File: src/rtl/id_stall_sequencer.sv
// ID-stage hazard stall sequencer: detects load-use and branch-operand hazards and holds PC/IF-ID for 1 or 2 cycles.
// Optional stall-cycle performance counter is built when HAZARD_PERF_CNT_EN is defined.
module id_stall_sequencer (
    input  logic        clk,
    input  logic        reset_n,
    input  logic [4:0]  ID_rs,
    input  logic [4:0]  ID_rt,
    input  logic        ID_uses_rs,
    input  logic        ID_uses_rt,
    input  logic        ID_is_branch,
    input  logic        ID_EX_RegWrite,
    input  logic        ID_EX_MemRead,
    input  logic [4:0]  ID_EX_rd,
    input  logic        EX_MEM_RegWrite,
    input  logic        EX_MEM_MemRead,
    input  logic [4:0]  EX_MEM_rd,
    input  logic        kill,
    output logic        PC_Write,
    output logic        IF_ID_Write,
    output logic        ID_EX_Flush,
    output logic        stall_active,
    output logic [31:0] stall_cycles
);

    localparam int unsigned REG_W = 5;
    localparam int unsigned REM_W = 2;
    localparam int unsigned CNT_W = 32;

    typedef enum logic {IDLE, STALL} state_t;

    state_t           state, state_nx;
    logic [REM_W-1:0] rem, rem_nx;
    logic [1:0]       need_c;
    logic             stall_c;

    logic ex_hit_rs, ex_hit_rt, mem_hit_rs, mem_hit_rt;

    // $0 never creates a dependency, and an unused operand cannot stall
    assign ex_hit_rs  = ID_uses_rs && (ID_rs != REG_W'(0)) && (ID_rs == ID_EX_rd);
    assign ex_hit_rt  = ID_uses_rt && (ID_rt != REG_W'(0)) && (ID_rt == ID_EX_rd);
    assign mem_hit_rs = ID_uses_rs && (ID_rs != REG_W'(0)) && (ID_rs == EX_MEM_rd);
    assign mem_hit_rt = ID_uses_rt && (ID_rt != REG_W'(0)) && (ID_rt == EX_MEM_rd);

    // Required bubble count, first matching rule wins
    always_comb begin
        need_c = 2'd0;
        if (ID_is_branch) begin
            if (ID_EX_MemRead && (ex_hit_rs || ex_hit_rt))
                need_c = 2'd2;
            else if (ID_EX_RegWrite && (ex_hit_rs || ex_hit_rt))
                need_c = 2'd1;
            else if (EX_MEM_MemRead && (mem_hit_rs || mem_hit_rt))
                need_c = 2'd1;
            else if (EX_MEM_RegWrite && !EX_MEM_MemRead && mem_hit_rt)
                need_c = 2'd1;  // rt has no EX/MEM forwarding path
        end else if (ID_EX_MemRead && (ex_hit_rs || ex_hit_rt)) begin
            need_c = 2'd1;
        end
    end

    // Next state and stall decision; kill overrides everything
    always_comb begin
        state_nx = state;
        rem_nx   = rem;
        stall_c  = 1'b0;
        if (kill) begin
            state_nx = IDLE;
            rem_nx   = REM_W'(0);
        end else begin
            case (state)
                IDLE: begin
                    if (need_c != 2'd0) begin
                        stall_c = 1'b1;
                        if (need_c == 2'd2) begin
                            state_nx = STALL;
                            rem_nx   = REM_W'(1);
                        end
                    end
                end
                STALL: begin
                    stall_c = 1'b1;
                    rem_nx  = (rem != REM_W'(0)) ? rem - REM_W'(1) : REM_W'(0);
                    if (rem <= REM_W'(1))
                        state_nx = IDLE;
                end
                default: begin
                    state_nx = IDLE;
                    rem_nx   = REM_W'(0);
                end
            endcase
        end
    end

    always_ff @(posedge clk or negedge reset_n) begin
        if (!reset_n) begin
            state <= IDLE;
            rem   <= REM_W'(0);
        end else begin
            state <= state_nx;
            rem   <= rem_nx;
        end
    end

    // Outputs fall back to free-running values while reset is held
    assign stall_active = stall_c & reset_n;
    assign PC_Write     = ~stall_active;
    assign IF_ID_Write  = ~stall_active;
    assign ID_EX_Flush  = stall_active;

`ifdef HAZARD_PERF_CNT_EN
    logic [CNT_W-1:0] cnt;

    // Saturating count of stall cycles that were not aborted
    always_ff @(posedge clk or negedge reset_n) begin
        if (!reset_n)
            cnt <= CNT_W'(0);
        else if (stall_active && !kill && !(&cnt))
            cnt <= cnt + CNT_W'(1);
    end

    assign stall_cycles = cnt;
`else
    assign stall_cycles = CNT_W'(0);
`endif

endmodule

File: config.mk
export PLATFORM = sky130hd
export DESIGN_NAME = id_stall_sequencer
export DESIGN_NICKNAME = d
export VERILOG_FILES = /design/src/rtl/id_stall_sequencer.sv
export SDC_FILE = /design/constraint.sdc
export NUM_CORES = 1
export LEC_CHECK = 0
export CELL_PAD_IN_SITES_DETAIL_PLACEMENT = 1
export CELL_PAD_IN_SITES_GLOBAL_PLACEMENT = 2
export CORE_ASPECT_RATIO = 0.9
export CORE_UTILIZATION = 15
export CTS_BUF_LIST = sky130_fd_sc_hd__clkbuf_4 sky130_fd_sc_hd__clkbuf_8
export CTS_CLUSTER_SIZE = 24
export DETAILED_ROUTE_END_ITERATION = 8
export PLACE_DENSITY = 0.82
export SLEW_MARGIN = 15
export SYNTH_ARGS = -nofsm -noshare
export SYNTH_HDL_FRONTEND = slang
export SYNTH_SLANG_ARGS = --single-unit
File: constraint.sdc
create_clock -name clk -period 2.25 [get_ports clk]
set_input_delay 0.3375 -clock clk [delete_from_list [all_inputs] [get_ports clk]]
set_output_delay 0.3375 -clock clk [all_outputs]
set_load 0.02 [all_outputs]
# ---- Yosys cells after proc, flatten, opt, wreduce, memory -nomap -nowiden
# Cells that the tools add are included.
dict set report totals {
  reg_bits 3
  in_bits 30
  out_inout_bits 36
  word_cells 52
}
dict set report classes {
  n_addsub 1
  order_cmp 1
  eq_ne 7
  mux 19
  bitwise_logic 3
  reduce_logical 19
}
# cell n
set ops {}
lappend ops {{$eq A5 B5 Y1} 4}
lappend ops {{$mux W2} 6}
lappend ops {{$logic_and A1 B1 Y1} 11}
lappend ops {{$mux W1} 10}
lappend ops {{$reduce_bool A5 Y1} 2}
lappend ops {{$ne A3 B3 Y1 const B} 2}
lappend ops {{$pmux W1 S2} 2}
lappend ops {{$pmux W2 S2} 1}
lappend ops {{$reduce_bool A2 Y1} 2}
lappend ops {{$eq A2 B2 Y1 const B} 1}
lappend ops {{$le A2 B1 Y1 const B} 1}
lappend ops {{$logic_or A1 B1 Y1} 2}
lappend ops {{$not A1 Y1} 2}
lappend ops {{$reduce_and A2 Y1} 1}
lappend ops {{$sub A2 B1 Y2 const B} 1}
lappend ops {{$and A1 B1 Y1} 1}
lappend ops {{$logic_not A1 Y1} 1}

# ---- Longest topological paths before layout
dict set report logic_depth {
  word_depth 15
  ltp_mapped 6
  depth_no_buf 5
}

# ---- Worst setup path before layout
# Ideal clock, no wire load.
dict set report synth_timing {
  path_type {input-to-output}
  start {input port ID_rt[2]}
  end {output port stall_active}
  arrival_ps 1881
  required_ps 1913
  setup_slack_ps 31
  stages 6
  path_buffers 1
  cell_sequence {or4_1 o21ai_2 nor4_2 nor2_1 o311ai_1 buf_4}
}
dict set report synth_between {
  elab_chain_len 14
  word_cells_on_any_way 23
  classes_between {2 x eq/ne; 9 x mux; 1 x bitwise; 11 x reduce/logical}
}
# element line
set synth_rtl {}
lappend synth_rtl {{start, declared} 7} ;# input logic [4:0] ID_rt,
lappend synth_rtl {{$reduce_bool A5 Y1} {40, 42}}
lappend synth_rtl {{$logic_and A1 B1 Y1} {40, 42}}
lappend synth_rtl {{$logic_and A1 B1 Y1} 42} ;# assign mem_hit_rt = ID_uses_rt && (ID_rt != REG_W'(0)) && (ID_rt == EX_MEM_rd);
lappend synth_rtl {{$logic_and A1 B1 Y1 or $logic_or A1 B1 Y1 (tied branches)} {54, 52}}
lappend synth_rtl {{$mux W1 or $logic_and A1 B1 Y1 (tied branches)} {54, 52}}
lappend synth_rtl {{$mux W1} 52} ;# else if (EX_MEM_MemRead && (mem_hit_rs || mem_hit_rt))
lappend synth_rtl {{$mux W1} 50} ;# else if (ID_EX_RegWrite && (ex_hit_rs || ex_hit_rt))
lappend synth_rtl {{$mux W2} 48} ;# if (ID_EX_MemRead && (ex_hit_rs || ex_hit_rt))
lappend synth_rtl {{$mux W2 *} 47} ;# if (ID_is_branch) begin
lappend synth_rtl {{$reduce_bool A2 Y1 *} 72} ;# if (need_c != 2'd0) begin
lappend synth_rtl {{$mux W1 *} 72}
lappend synth_rtl {{$pmux W1 S2 *} 70} ;# case (state)
lappend synth_rtl {{$mux W1 *} 66} ;# if (kill) begin
lappend synth_rtl {{$and A1 B1 Y1 *} 105} ;# assign stall_active = stall_c & reset_n;
lappend synth_rtl {{end, declared} 21} ;# output logic stall_active,
# Mark *: on every way between the ends. The rest lies on a longest branch, timed or not.

# ---- Final worst setup path
dict set report layout_timing {
  start {input port ID_rs[1]}
  end {output port PC_Write}
}
dict set report layout_between {
  elab_chain_len 15
  word_cells_on_any_way 22
  classes_between {2 x eq/ne; 8 x mux; 2 x bitwise; 10 x reduce/logical}
}
# element line
set layout_rtl {}
lappend layout_rtl {{start, declared} 6} ;# input logic [4:0] ID_rs,
lappend layout_rtl {{$reduce_bool A5 Y1} {39, 41}}
lappend layout_rtl {{$logic_and A1 B1 Y1} {39, 41}}
lappend layout_rtl {{$logic_and A1 B1 Y1} 41} ;# assign mem_hit_rs = ID_uses_rs && (ID_rs != REG_W'(0)) && (ID_rs == EX_MEM_rd);
lappend layout_rtl {{$logic_or A1 B1 Y1} 52}
lappend layout_rtl {{$logic_and A1 B1 Y1} 52}
lappend layout_rtl {{$mux W1} 52}
lappend layout_rtl {{$mux W1} 50}
lappend layout_rtl {{$mux W2} 48}
lappend layout_rtl {{$mux W2 *} 47}
lappend layout_rtl {{$reduce_bool A2 Y1 *} 72}
lappend layout_rtl {{$mux W1 *} 72}
lappend layout_rtl {{$pmux W1 S2 *} 70}
lappend layout_rtl {{$mux W1 *} 66}
lappend layout_rtl {{$and A1 B1 Y1 *} 105}
lappend layout_rtl {{$not A1 Y1 *} 106} ;# assign PC_Write = ~stall_active;
lappend layout_rtl {{end, declared} 18} ;# output logic PC_Write,
# Marked as above.

==> metrics.csv <==
metric,value,unit
area grow syn2layout,68.9,%
Syn Inst Count,88,
clock insertion delay at the later pin of the skew report,220,ps
die span in x,75.1,um
P_leak,0.541,nW
sequential fraction of the synthesis area,10.4,%
num rows,23,
CP bufs+invs,2,
overall routed net length,2.14,mm
syn avg cell area,8.19,sq um
antenna-violating nets left,0,
min cycle time layout,2170,ps
Core Area,4550,sq um
"Period Utilization, post-route",96.5,%
Placed Cells,199,
n_diodes,0,
WP data required,1910,ps
vias after detailed routing,681,
FILL cells,564,
Max VDD drop,0.0934,mV
Comb pwr share,46.4,%
first-pass GRT wire length,3.22,mm
Fmax,0.460,GHz
area taken by flip-flops and latches,75.1,sq um
multi-input logic area,583,sq um
area of the die,5090,sq um
starting density of the core,15.9,%
Post-CTS Setup Inserts,0,
status,completed,
crit path capture type,output pin,
Root Buffer,clkbuf_8,
synth top area cells,"buf_4, xnor2_1, dfrtp_1",
RSZ-0062 raised after global routing,false,
Yosys top cell area share,35.4,%
gr usage total,8.66,%
Design Power,0.420,mW
CP max-delay cell,or4_4,
vias in the first global route,708,
Routed WL per cell,10.6,um
CP startpoint kind,input pin,
Clock Path Buffers,2,
Switching Share,35.5,%
Slowest Stage Delay on Critical Path,550,ps
dominant cell type by area after synthesis,buf_4,
CP Class,input pin to output pin,
Pwr Density,345,nW/um^2
initial antenna violation count,0,
H-tree depth,1,
internal power,0.271,mW
CP Cell Sequence,clkbuf_2 > or4_4 > o21ai_4 > nor3_2 > o211ai_2 > o311a_1 > buf_6,
CP max FO,3,
Max-Cap Viols,0,
Inserted Clock Buffers,3,
gpl congestion,0.704,
initial detailed-routing violation count,16,
worst hold-check path type,input pin to asynchronous set/reset pin,
largest net degree at the start of global routing,6,
Ys Warns,0,
final worst slack,78.1,ps
die height,67.8,um
fin nets,171,
"CP delay by family, top",compound AO/OA/AOI/OAI gates,
Setup-failing EPs final,0,
Clock Sinks,3,
Critical Path AT,1830,ps
share of layout cells above drive strength 1,34.3,%
mapped cell area,721,sq um
final hold violations,0,
post-placement setup slack,-780,ps
DP HPWL,1.86,mm
post-synthesis cell type count,23,
number of vias per cell,3.37,
Post-Route Skew,0.952,ps
"CTS clk-pin slew, worst paths",30,ps
Reg power frac,13.0,%
Max Slew Vio Count,0,
register bit count reported by yosys,3,
first drt pass iteration count,3,
DRC violation count after routing,0,
grt total ovfl,0,
net switching power figure,0.149,mW
Post-Layout Cell Count,202,
Hold Slack,464,ps
Ports,66,
CTS tree,yes,
clock share of power,40.6,%
I/O Buffers,33,
# hold bufs at CTS,0,
final cells by class:
class                      instances  area share [%]
sequential                         3            6.17
clock buffer                       4            4.01
multi-input combinational         82            47.9
tap                               62            6.37
timing repair buffer              51            35.6
registers in the layout, summed over array words and instances (netlist names):
register and flops:
rem 2, state 1
worst paths after layout:
path | start | end | slack [ps] | cells after the start
worst max-delay path | ID_rs[1] | PC_Write | 80 | 7
worst min-delay path | reset_n | rem[1] | 460 | 2
worst max register to register | state | rem[0] | 1290 | 3
worst min register to register | rem[1] | rem[1] | 570 | 1
max in group asynchronous | reset_n | state | 1690 | 2
min in group clk | rem[1] | rem[1] | 570 | 1
power by group through the flow:
stage          clock [mW]  sequential (mW)  combinational [mW]
2_1_floorplan           0           0.0554               0.134
3_3_place_gp            0           0.0555               0.189
3_5_place_dp            0           0.0555               0.189
4_1_cts             0.174           0.0549               0.194
5_1_grt             0.180           0.0549               0.210
6_report            0.171           0.0549               0.195
through the flow:
stage / cell area, sq um / TNS, ps / utilization (%)
2_1_floorplan: 837 / 0 / -
3_3_place_gp: 1130 / -3140 / 24.9
3_5_place_dp: 1130 / -3080 / 24.9
4_1_cts: 1210 / 0 / 26.6
5_1_grt: 1220 / 0 / 26.8
6_report: 1220 / 0 / 26.8
cell families (layout without fill, tap and decap cells):
kind of cell | after synthesis | after routing | share of synthesized area, %
mux | 1 | 1 | 1.56
simple gates | 19 | 19 | 16.5
compound gates | 10 | 10 | 11.3
xor+xnor | 20 | 20 | 24.3
other cells | 1 | 32 | 0.520
flops | 3 | 3 | 10.4
buf+inv | 34 | 55 | 35.4
layout by cell type, fill, tap and decap left out, types with 3 or more instances in the layout:
cell type        count
a21oi_1              3
buf_2                4
buf_4               20
buf_6                4
clkbuf_8             3
clkdlybuf4s50_1     10
conb_1              32
dfrtp_1              3
dlygate4sd2_1        9
nand2_1              4
nor4_4               3
xnor2_1             14
xor2_1               6
timing repair:
item / CTS / global route
pin swaps: 18 / 8
endpoints found under the setup margin: 4 / 4
gates resized for setup: 74 / 6
cells in the mapped netlist:
library cell   n
buf_4         34
xnor2_1       14
xor2_1         6
nand2_1        4
a21oi_1        3
dfrtp_1        3
o21ai_2        3
nand2b_1       2
nand3_1        2
nor2_1         2
nor4_2         2
or4_1          2
and4b_1        1
conb_1         1
mux2_2         1
nand4_1        1
nor2b_1        1
nor3_1         1
nor4_1         1
o2111ai_1      1
o211ai_2       1
o311a_1        1
o311ai_1       1
per-layer routing:
metal | vias to the layer above | GRT usage (%) | wire (um)
li1 | 336 | - | -
met1 | 312 | 10.1 | 853
met2 | 29 | 15.1 | 1100
met3 | 4 | 1.64 | 153
met4 | 0 | 4.25 | 36
met5 | - | 0 | 0
Power figures use the tool's default switching activity.
